### config.mk
export PLATFORM = sky130hd
export DESIGN_NAME = ex_muldiv_unit
export DESIGN_NICKNAME = d
export VERILOG_FILES = /design/src/rtl/ex_muldiv_unit.sv
export SDC_FILE = /design/constraint.sdc
export NUM_CORES = 1
export LEC_CHECK = 0
export BUFFER_PORTS_ARGS = -buffer_cell sky130_fd_sc_hd__buf_2
export CAP_MARGIN = 20
export CELL_PAD_IN_SITES_DETAIL_PLACEMENT = 1
export CELL_PAD_IN_SITES_GLOBAL_PLACEMENT = 1
export CORE_MARGIN = 10
export CORE_UTILIZATION = 35
export CTS_BUF_LIST = sky130_fd_sc_hd__clkbuf_4 sky130_fd_sc_hd__clkbuf_8
export CTS_CLUSTER_DIAMETER = 60
export DETAILED_ROUTE_END_ITERATION = 10
export PLACE_DENSITY = 0.66
export SYNTH_ARGS = -nofsm -noshare
export SYNTH_HDL_FRONTEND = slang
export SYNTH_SLANG_ARGS = --single-unit
### constraint.sdc
create_clock -name clk -period 4.44 [get_ports clk]
set_input_delay 0.444 -clock clk [delete_from_list [all_inputs] [get_ports clk]]
set_output_delay 0.444 -clock clk [all_outputs]
set_load 0.1 [all_outputs]
### src/rtl/ex_muldiv_unit.sv
// Iterative RV32M multiply/divide unit for the EX stage; holds the pipeline while computing.
// Optional build macro MULDIV_FAST_MUL_EN selects a single-cycle combinational multiplier for func3 0..3.
module ex_muldiv_unit #(
  parameter int XLEN           = 32,
  parameter int BITS_PER_CYCLE = 1
) (
  input  logic            clk,
  input  logic            rst,
  input  logic [6:0]      ID_EX_opcode,
  input  logic [2:0]      ID_EX_func3,
  input  logic            ID_EX_func7_mul,
  input  logic [XLEN-1:0] op_a,
  input  logic [XLEN-1:0] op_b,
  input  logic            stall_CPU,
  input  logic            kill,
  output logic            stall_muldiv,
  output logic            muldiv_valid,
  output logic [XLEN-1:0] muldiv_result,
  output logic            busy
);

  localparam int ITERS = XLEN / BITS_PER_CYCLE;
  localparam int CW    = (ITERS > 1) ? $clog2(ITERS) : 1;

  typedef enum logic [1:0] {IDLE, CALC, DONE} state_t;

  state_t              state_q;
  logic [CW-1:0]       cnt_q;
  logic [2:0]          func3_q;
  logic [2*XLEN-1:0]   acc_q;    // product accumulator, or remainder in the low half
  logic [XLEN-1:0]     a_q;      // multiplier (shifts right) or dividend/quotient (shifts left)
  logic [2*XLEN-1:0]   b_q;      // multiplicand (shifts left) or divisor in the low half
  logic [XLEN-1:0]     a_raw_q;
  logic                neg_q;
  logic                rneg_q;
  logic                dz_q;
  logic [XLEN-1:0]     result_q;

  logic                req;
  logic                start;
  logic                is_div;
  logic                a_signed;
  logic                b_signed;
  logic                sa;
  logic                sb;
  logic [XLEN-1:0]     mag_a;
  logic [XLEN-1:0]     mag_b;
  logic [2*XLEN-1:0]   acc_n;
  logic [XLEN-1:0]     a_n;
  logic [2*XLEN-1:0]   b_n;
  logic [XLEN:0]       rem_sh;
  logic [2*XLEN-1:0]   prod_fix;
  logic [XLEN-1:0]     quo_fix;
  logic [XLEN-1:0]     rem_fix;
  logic [XLEN-1:0]     final_res;

  assign req      = (ID_EX_opcode == 7'b0110011) & ID_EX_func7_mul & ~kill;
  assign is_div   = ID_EX_func3[2];
  assign a_signed = is_div ? ~ID_EX_func3[0] : (ID_EX_func3 != 3'd3);
  assign b_signed = is_div ? ~ID_EX_func3[0] : ~ID_EX_func3[1];
  assign sa       = a_signed & op_a[XLEN-1];
  assign sb       = b_signed & op_b[XLEN-1];
  assign mag_a    = sa ? -op_a : op_a;
  assign mag_b    = sb ? -op_b : op_b;

  // One CALC cycle: retire BITS_PER_CYCLE shift-add or restoring-divide steps.
  always_comb begin
    acc_n  = acc_q;
    a_n    = a_q;
    b_n    = b_q;
    rem_sh = '0;
    for (int i = 0; i < BITS_PER_CYCLE; i++) begin
      if (func3_q[2]) begin
        rem_sh = {acc_n[XLEN-1:0], a_n[XLEN-1]};
        a_n    = {a_n[XLEN-2:0], 1'b0};
        if (rem_sh >= {1'b0, b_n[XLEN-1:0]}) begin
          rem_sh = rem_sh - {1'b0, b_n[XLEN-1:0]};
          a_n[0] = 1'b1;
        end
        acc_n = {{XLEN{1'b0}}, rem_sh[XLEN-1:0]};
      end else begin
        if (a_n[0]) acc_n = acc_n + b_n;
        a_n = a_n >> 1;
        b_n = b_n << 1;
      end
    end
  end

  // Divide-by-zero bypasses the sign fix so the quotient is all ones for any dividend sign.
  always_comb begin
    prod_fix = neg_q  ? -acc_n : acc_n;
    quo_fix  = neg_q  ? -a_n   : a_n;
    rem_fix  = rneg_q ? -acc_n[XLEN-1:0] : acc_n[XLEN-1:0];
    case (func3_q)
      3'd0:         final_res = prod_fix[XLEN-1:0];
      3'd1, 3'd2,
      3'd3:         final_res = prod_fix[2*XLEN-1:XLEN];
      3'd4, 3'd5:   final_res = dz_q ? {XLEN{1'b1}} : quo_fix;
      default:      final_res = dz_q ? a_raw_q : rem_fix;
    endcase
  end

`ifdef MULDIV_FAST_MUL_EN
  logic                fast_hit;
  logic [XLEN:0]       fast_a;
  logic [XLEN:0]       fast_b;
  logic [2*XLEN-1:0]   fast_prod;
  logic [XLEN-1:0]     fast_res;

  assign fast_hit  = req & ~is_div & (state_q == IDLE);
  assign start     = req & is_div;
  assign fast_a    = {a_signed & op_a[XLEN-1], op_a};
  assign fast_b    = {b_signed & op_b[XLEN-1], op_b};
  assign fast_prod = $signed(fast_a) * $signed(fast_b);
  assign fast_res  = (ID_EX_func3 == 3'd0) ? fast_prod[XLEN-1:0] : fast_prod[2*XLEN-1:XLEN];
`else
  assign start     = req;
`endif

  always_ff @(posedge clk or negedge rst) begin
    if (!rst) begin
      state_q  <= IDLE;
      cnt_q    <= '0;
      func3_q  <= '0;
      acc_q    <= '0;
      a_q      <= '0;
      b_q      <= '0;
      a_raw_q  <= '0;
      neg_q    <= 1'b0;
      rneg_q   <= 1'b0;
      dz_q     <= 1'b0;
      result_q <= '0;
    end else begin
      case (state_q)
        IDLE: begin
          // Accepted even under stall_CPU: ID/EX is frozen so the operands stay put.
          if (start) begin
            state_q <= CALC;
            cnt_q   <= CW'(ITERS - 1);
            func3_q <= ID_EX_func3;
            acc_q   <= '0;
            a_q     <= mag_a;
            b_q     <= {{XLEN{1'b0}}, mag_b};
            a_raw_q <= op_a;
            neg_q   <= sa ^ sb;
            rneg_q  <= sa;
            dz_q    <= (op_b == '0);
          end
        end
        CALC: begin
          if (kill) begin
            state_q <= IDLE;
          end else begin
            acc_q <= acc_n;
            a_q   <= a_n;
            b_q   <= b_n;
            cnt_q <= cnt_q - CW'(1);
            if (cnt_q == '0) begin
              result_q <= final_res;
              state_q  <= DONE;
            end
          end
        end
        DONE: begin
          if (kill || !stall_CPU) state_q <= IDLE;
        end
        default: state_q <= IDLE;
      endcase
    end
  end

  // Handshake: stall_muldiv holds ID/EX while an op is pending; muldiv_valid marks the one
  // cycle (or more, under stall_CPU) in which muldiv_result belongs to the instruction in EX.
  assign busy = (state_q != IDLE);
`ifdef MULDIV_FAST_MUL_EN
  assign stall_muldiv  = rst & (((state_q == IDLE) & start) | ((state_q == CALC) & ~kill));
  assign muldiv_valid  = (state_q == DONE) | (rst & fast_hit);
  assign muldiv_result = (rst & fast_hit) ? fast_res : result_q;
`else
  assign stall_muldiv  = rst & (((state_q == IDLE) & start) | ((state_q == CALC) & ~kill));
  assign muldiv_valid  = (state_q == DONE);
  assign muldiv_result = result_q;
`endif

endmodule

Yosys cells after proc, flatten, opt, wreduce, memory -nomap -nowiden --
Cells that the tools add are included.
Operators by class: muxes and demuxes 33, $add $sub $neg 8, bitwise operators 12, order comparisons 1, reductions and logical operators 15, eq/ne operators 14
Operators by type and width (count):
- $mux 64 | 8
- $mux 32 | 10
- $pmux 64 s2 | 2
- $neg 32->32 | 4
- $pmux 32 s3 | 1
- $add 64x64->64 | 1
- $neg 64->64 | 1
- $pmux 32 s2 | 1
- $ge 33x32->1 | 1
- $logic_not 32->1 | 1
- $sub 32x32->32 | 1
- $mux 5 | 2
- $pmux 5 s2 | 1
- $reduce_and 3->1 | 3
- $mux 2 | 4
- $and 1x1->1 | 7
- $eq 7x6->1 const B | 1
- $eq 3x2->1 const B | 2
- $eq 3x3->1 const B | 2
- $ne 2x2->1 const B | 3
- $pmux 2 s3 | 1
- $logic_not 5->1 | 1
- $sub 5x1->5 const B | 1
- $reduce_and 4->1 | 1
- other kinds (18) | 23
Word-level totals: input bits 79, output and inout port bits 35, register bits 237

Depth between registers and ports, before layout --
depth after elaboration 7, depth in mapped cells 23

Least setup slack after synthesis --
Ideal clock, no wire load.
kind register -> register, from register func3_q[2], to register result_q[30], in the netlist muldiv_result[30], buffers on the path 10, arrival 4.796 ns, required time 4.319 ns, clock period less this slack 4.917 ns, setup slack -0.477 ns, cell stages (with the launch flop) 21, library setup time 0.121 ns, cells stage by stage dfrtp_1 -> buf_2 -> clkbuf_8 -> buf_2 -> buf_2 -> buf_2 -> buf_2 -> buf_1 -> buf_2 -> buf_1 -> buf_2 -> a21oi_1 -> inv_1 -> ha_1 -> and3_1 -> nand4_2 -> nor4_4 -> nand3_1 -> and3_1 -> or4_1 -> o22a_1
Between the ends: cells in the longest elaborated chain, start to end 5, elaborated cells between the ends (all ways) 19
RTL lines:
- start, declared | line 29 | logic [2:0] func3_q;
- start signal, assigned | line 140 | func3_q <= ID_EX_func3;
- $mux 64 / $mux 32 (equally long branches) | line 73 | if (func3_q[2]) begin
- $neg 32->32, on equally long branches | line 93, 92
- $mux 32, on equally long branches | line 93, 92
- $mux 32, on equally long branches | line 99, 98
- $pmux 32 s3 (*) | line 94 | case (func3_q)
- end signal, assigned | line 159 | result_q <= final_res;
- end, declared | line 37 | logic [XLEN-1:0] result_q;
Mark *: on every way between the ends. The rest lies on a longest branch, timed or not. A chain may end at the register's enable or synchronous reset.

Worst setup path in the final report --
from register acc_q[25], to register result_q[30], in the netlist muldiv_result[30]
Between the ends: cells in the longest elaborated chain, start to end 7, elaborated cells between the ends (all ways) 17
RTL lines:
- start, declared | line 30 | logic [2*XLEN-1:0] acc_q;
- start signal, assigned | line 154 | acc_q <= acc_n;
- $add 64x64->64 (tied with other cells) | line 82 | if (a_n[0]) acc_n = acc_n + b_n;
- $mux 64 (tied with other cells) | line 82
- $mux 64 / $mux 32 (equally long branches) | line 73
- $neg 32->32, on equally long branches | line 93, 92
- $mux 32, on equally long branches | line 93, 92
- $mux 32, on equally long branches | line 99, 98
- $pmux 32 s3 (*) | line 94
Marked as above.

==> impl_metrics.toml <==
[status]
status = "finished with violations"
violations = "negative setup slack"

[worst_setup_path]
critPathRequiredTime_ns = 5.03
path_common_cell = "buf_6"
path_class = "register to register"
rr_endpoint = "muldiv_result[30]$_DFFE_PN0P_"
end_kind = "register"
r2r_cells = 18
worstPathArrival_ns = 5.09
slowest_delay_ns = 0.50
critPathTopFamily = "simple AND/OR/NAND/NOR gates"
cp_slowest_cell = "or4_1"
worstPathCellList = "ha_4 > a211oi_4 > o21ai_2 > a211oi_4 > buf_6 > o211a_4 > buf_6 > buf_6 > nand3_4 > o211ai_1 > o211ai_2 > or3_4 > buf_4 > nor4_4 > nand3_2 > and3_1 > or4_1 > o22a_1"
cp_num_buf_inv = 4
r2r_start = "acc_q[25]$_DFFE_PN0P_"
startpoint_type = "register"
crit_start = "acc_q[25]$_DFFE_PN0P_"
reg2reg_setup_slack_ns = -0.06
cp_max_fo = 6

[routing]
dr.pass1.iters = 7
wl_per_cell_um = 26.9
vias = 29700
first_iter_violations = 2407
post-route-drc-count = 0
vias_per_cell = 6.09
ant_nets = 0
wirelength_um = 131000

[clocking]
root_buffer = "clkbuf_8"
numCtsBuffers = 56
clk-insertion-delay-late_ns = 0.71
cts_num_sinks = 237
cts_max_path_buffers = 3
clk_pin_slew_worst_paths_ns = 0.06
cts_tree = "built"
htreeDepth = 2

[global_route]
antenna_found_initial = 3
grt_first_pass_wirelength_um = 194000
grt_max_degree = 140
grt_pass1_vias = 30700
grt-ovfl-total = 0
grt.total_usage_pct = 31.7

[timing]
finalCritPeriodShare_pct = 101
worst_pin_slew_ns = 1.10
rsz0062_at_grt = "true"
slew_violations = 0
fmax_mhz = 222
setup_violations = 6
hold_viol_final = 0
setup_slack_ns = -0.0640
relSlewSlack_pct = 26.7
finalClockSkew_ns = 0.0395
fin_crit_ns = 4.50
finalSetupTns_ns = -0.252

[synthesis]
synth.avg_cell_area_um2 = 7.43
synth-main-ff-cell = "dfrtp_1"
synth-seq-area-share_pct = 24.8
ys_types = 119
synth_fp_nets = 3407
yosys-top-cells-area = "dfrtp_1 25%, nand2_1 8.2%, o21ai_0 6.7%"
synthesis.instances = 3225
yosysTopAreaCellShare_pct = 24.8
yosysMostFrequentCell = "nand2_1"
yosysTopAreaCell = "dfrtp_1"
synth-seq-cells = 237
yosys_warnings = 0
syn_area_um2 = 24000
yosys-top-cells-count = "526 x nand2_1, 322 x o21ai_0, 237 x dfrtp_1"
synth_edf_count = 0
synthArstFlopShare_pct = 100

[min_path]
whs_endpoint = "a_raw_q[25]$_DFFE_PN0P_"
hold_path_depth = 3
hold_start = "op_a[25]"
hold_path_class = "primary input to register"

[job]
drv_cap = 0

[final_layout]
instances_no_fill = 4870
syn2layout_area_growth_pct = 43.3
layout-drive-gt1-share_pct = 34.7
final_area_um2 = 34300
final_net_count = 4131

[place]
placed_area_um2 = 29700
gp_congestion = 0.980
place_inst = 4651
dp_hpwl_um = 99900
portBuffers = 113
dp_slack_ns = -0.992

[power]
p_leak_nw = 15.4
power_density_nw_per_um2 = 273
p_total_mw = 9.37
ir_drop_v = 0.000256

[die]
io_pins = 114
design.core.area_um2 = 67500
die-area_um2 = 79300
rows = 95
fp.dieH_um = 282
start_util_pct = 35.5
fp.dieW_um = 282
-- metal layers --
layer | up-vias | global-route usage (%) | part of all wire (%)
met5 | - | 0 | 0.0099
met2 | 975 | 51.3 | 46
met3 | 269 | 4.98 | 6.0
met1 | 15100 | 42.2 | 44
li1 | 13400 | - | -
met4 | 2 | 11.5 | 3.8
-- kinds of logic after synthesis --
group                      after synthesis  share of synthesized area (%)
and+or+nand+nor                       1276                           25.6
AOI/OAI and AO/OA                     1077                           29.6
buffers and inverters                  299                           5.58
DFF                                    237                           24.8
xor gates and xnor gates               154                           5.63
adders and majority gates              103                           5.44
muxes                                   79                           3.40
-- area by class of cell --
class                   count  area, um2
well taps                 873       1090
diodes                      1       2.50
clock buffers              84       1060
inverters                  87        327
flip-flops and latches    237       5950
multi-input cells        2689      19000
fillers                  8140      33200
repair buffers            878       6680
clock inverters            21        231
-- report_power, final --
part           internal (mW)  leakage (nW)  total (mW)  switching (mW)
logic                   1.47          11.6        3.81            2.33
clock network           1.77         0.695        3.08            1.31
registers               2.30          3.08        2.48           0.180
-- tightest hold or removal path, stage by stage --
cell     delay [ns]
buf_2          0.14
nand2_1        0.09
nand2_1        0.06
-- per-stage QoR --
| step | hold slack [ns] | utilization [%] |
|---|---|---|
| 3_5_place_dp | 0.383 | 44.0 |
| 2_1_floorplan | 0.148 | - |
| 5_1_grt | 0.0518 | 50.9 |
| 3_3_place_gp | 0.387 | 44.0 |
| 6_report | 0.0635 | 50.9 |
| 4_1_cts | 0.0296 | 48.3 |
-- registers in the layout, summed over array words and instances, names as in the netlist, 2 cells and up --
name / count
a_raw_q: 32
acc_q: 64
state_q: 2
a_q: 32
b_q: 64
cnt_q: 5
muldiv_result: 32
func3_q: 3
-- repair_timing --
| action | CTS | global route |
|---|---|---|
| hold endpoints to repair | 70 | 0 |
| hold buffers | 28 | 0 |
| resized for setup | 204 | 281 |
| setup endpoints to repair | 31 | 32 |
| gates cloned | 1 | 0 |
| pin swaps | 60 | 96 |
| buffers inserted | 40 | 49 |
-- cells in the final DEF (no fill, tap or decap), types with 21 or more instances in the layout --
cell type	count
a211oi_1	25
a21o_1	37
a21oi_1	195
a21oi_2	30
a31oi_1	34
and2_1	22
and3_1	26
buf_2	113
buf_4	688
buf_6	34
clkbuf_8	69
dfrtp_1	224
dlygate4sd3_1	28
ha_1	48
ha_4	47
inv_1	75
mux2i_1	57
nand2_1	508
nand2b_1	25
nand3_1	123
nand4_1	48
nor2_1	219
nor3_1	60
nor4_1	21
o211ai_1	70
o21ai_0	281
o21ai_1	42
o21ai_2	23
o31ai_1	30
or3_1	29
xnor2_1	77
xor2_1	70
-- worst max-delay path by stage --
| stage | cells after the start | to |
|---|---|---|
| finish | 18 | muldiv_result[30]$_DFFE_PN0P_ |
| global route | 19 | muldiv_result[30]$_DFFE_PN0P_ |
| CTS | 16 | muldiv_result[22]$_DFFE_PN0P_ |
| detailed placement | 21 | muldiv_result[24]$_DFFE_PN0P_ |
| global placement | 20 | muldiv_result[24]$_DFFE_PN0P_ |
| floorplan | 20 | muldiv_result[30]$_DFFE_PN0P_ |
Note: power is estimated with default switching activity, not from simulation.
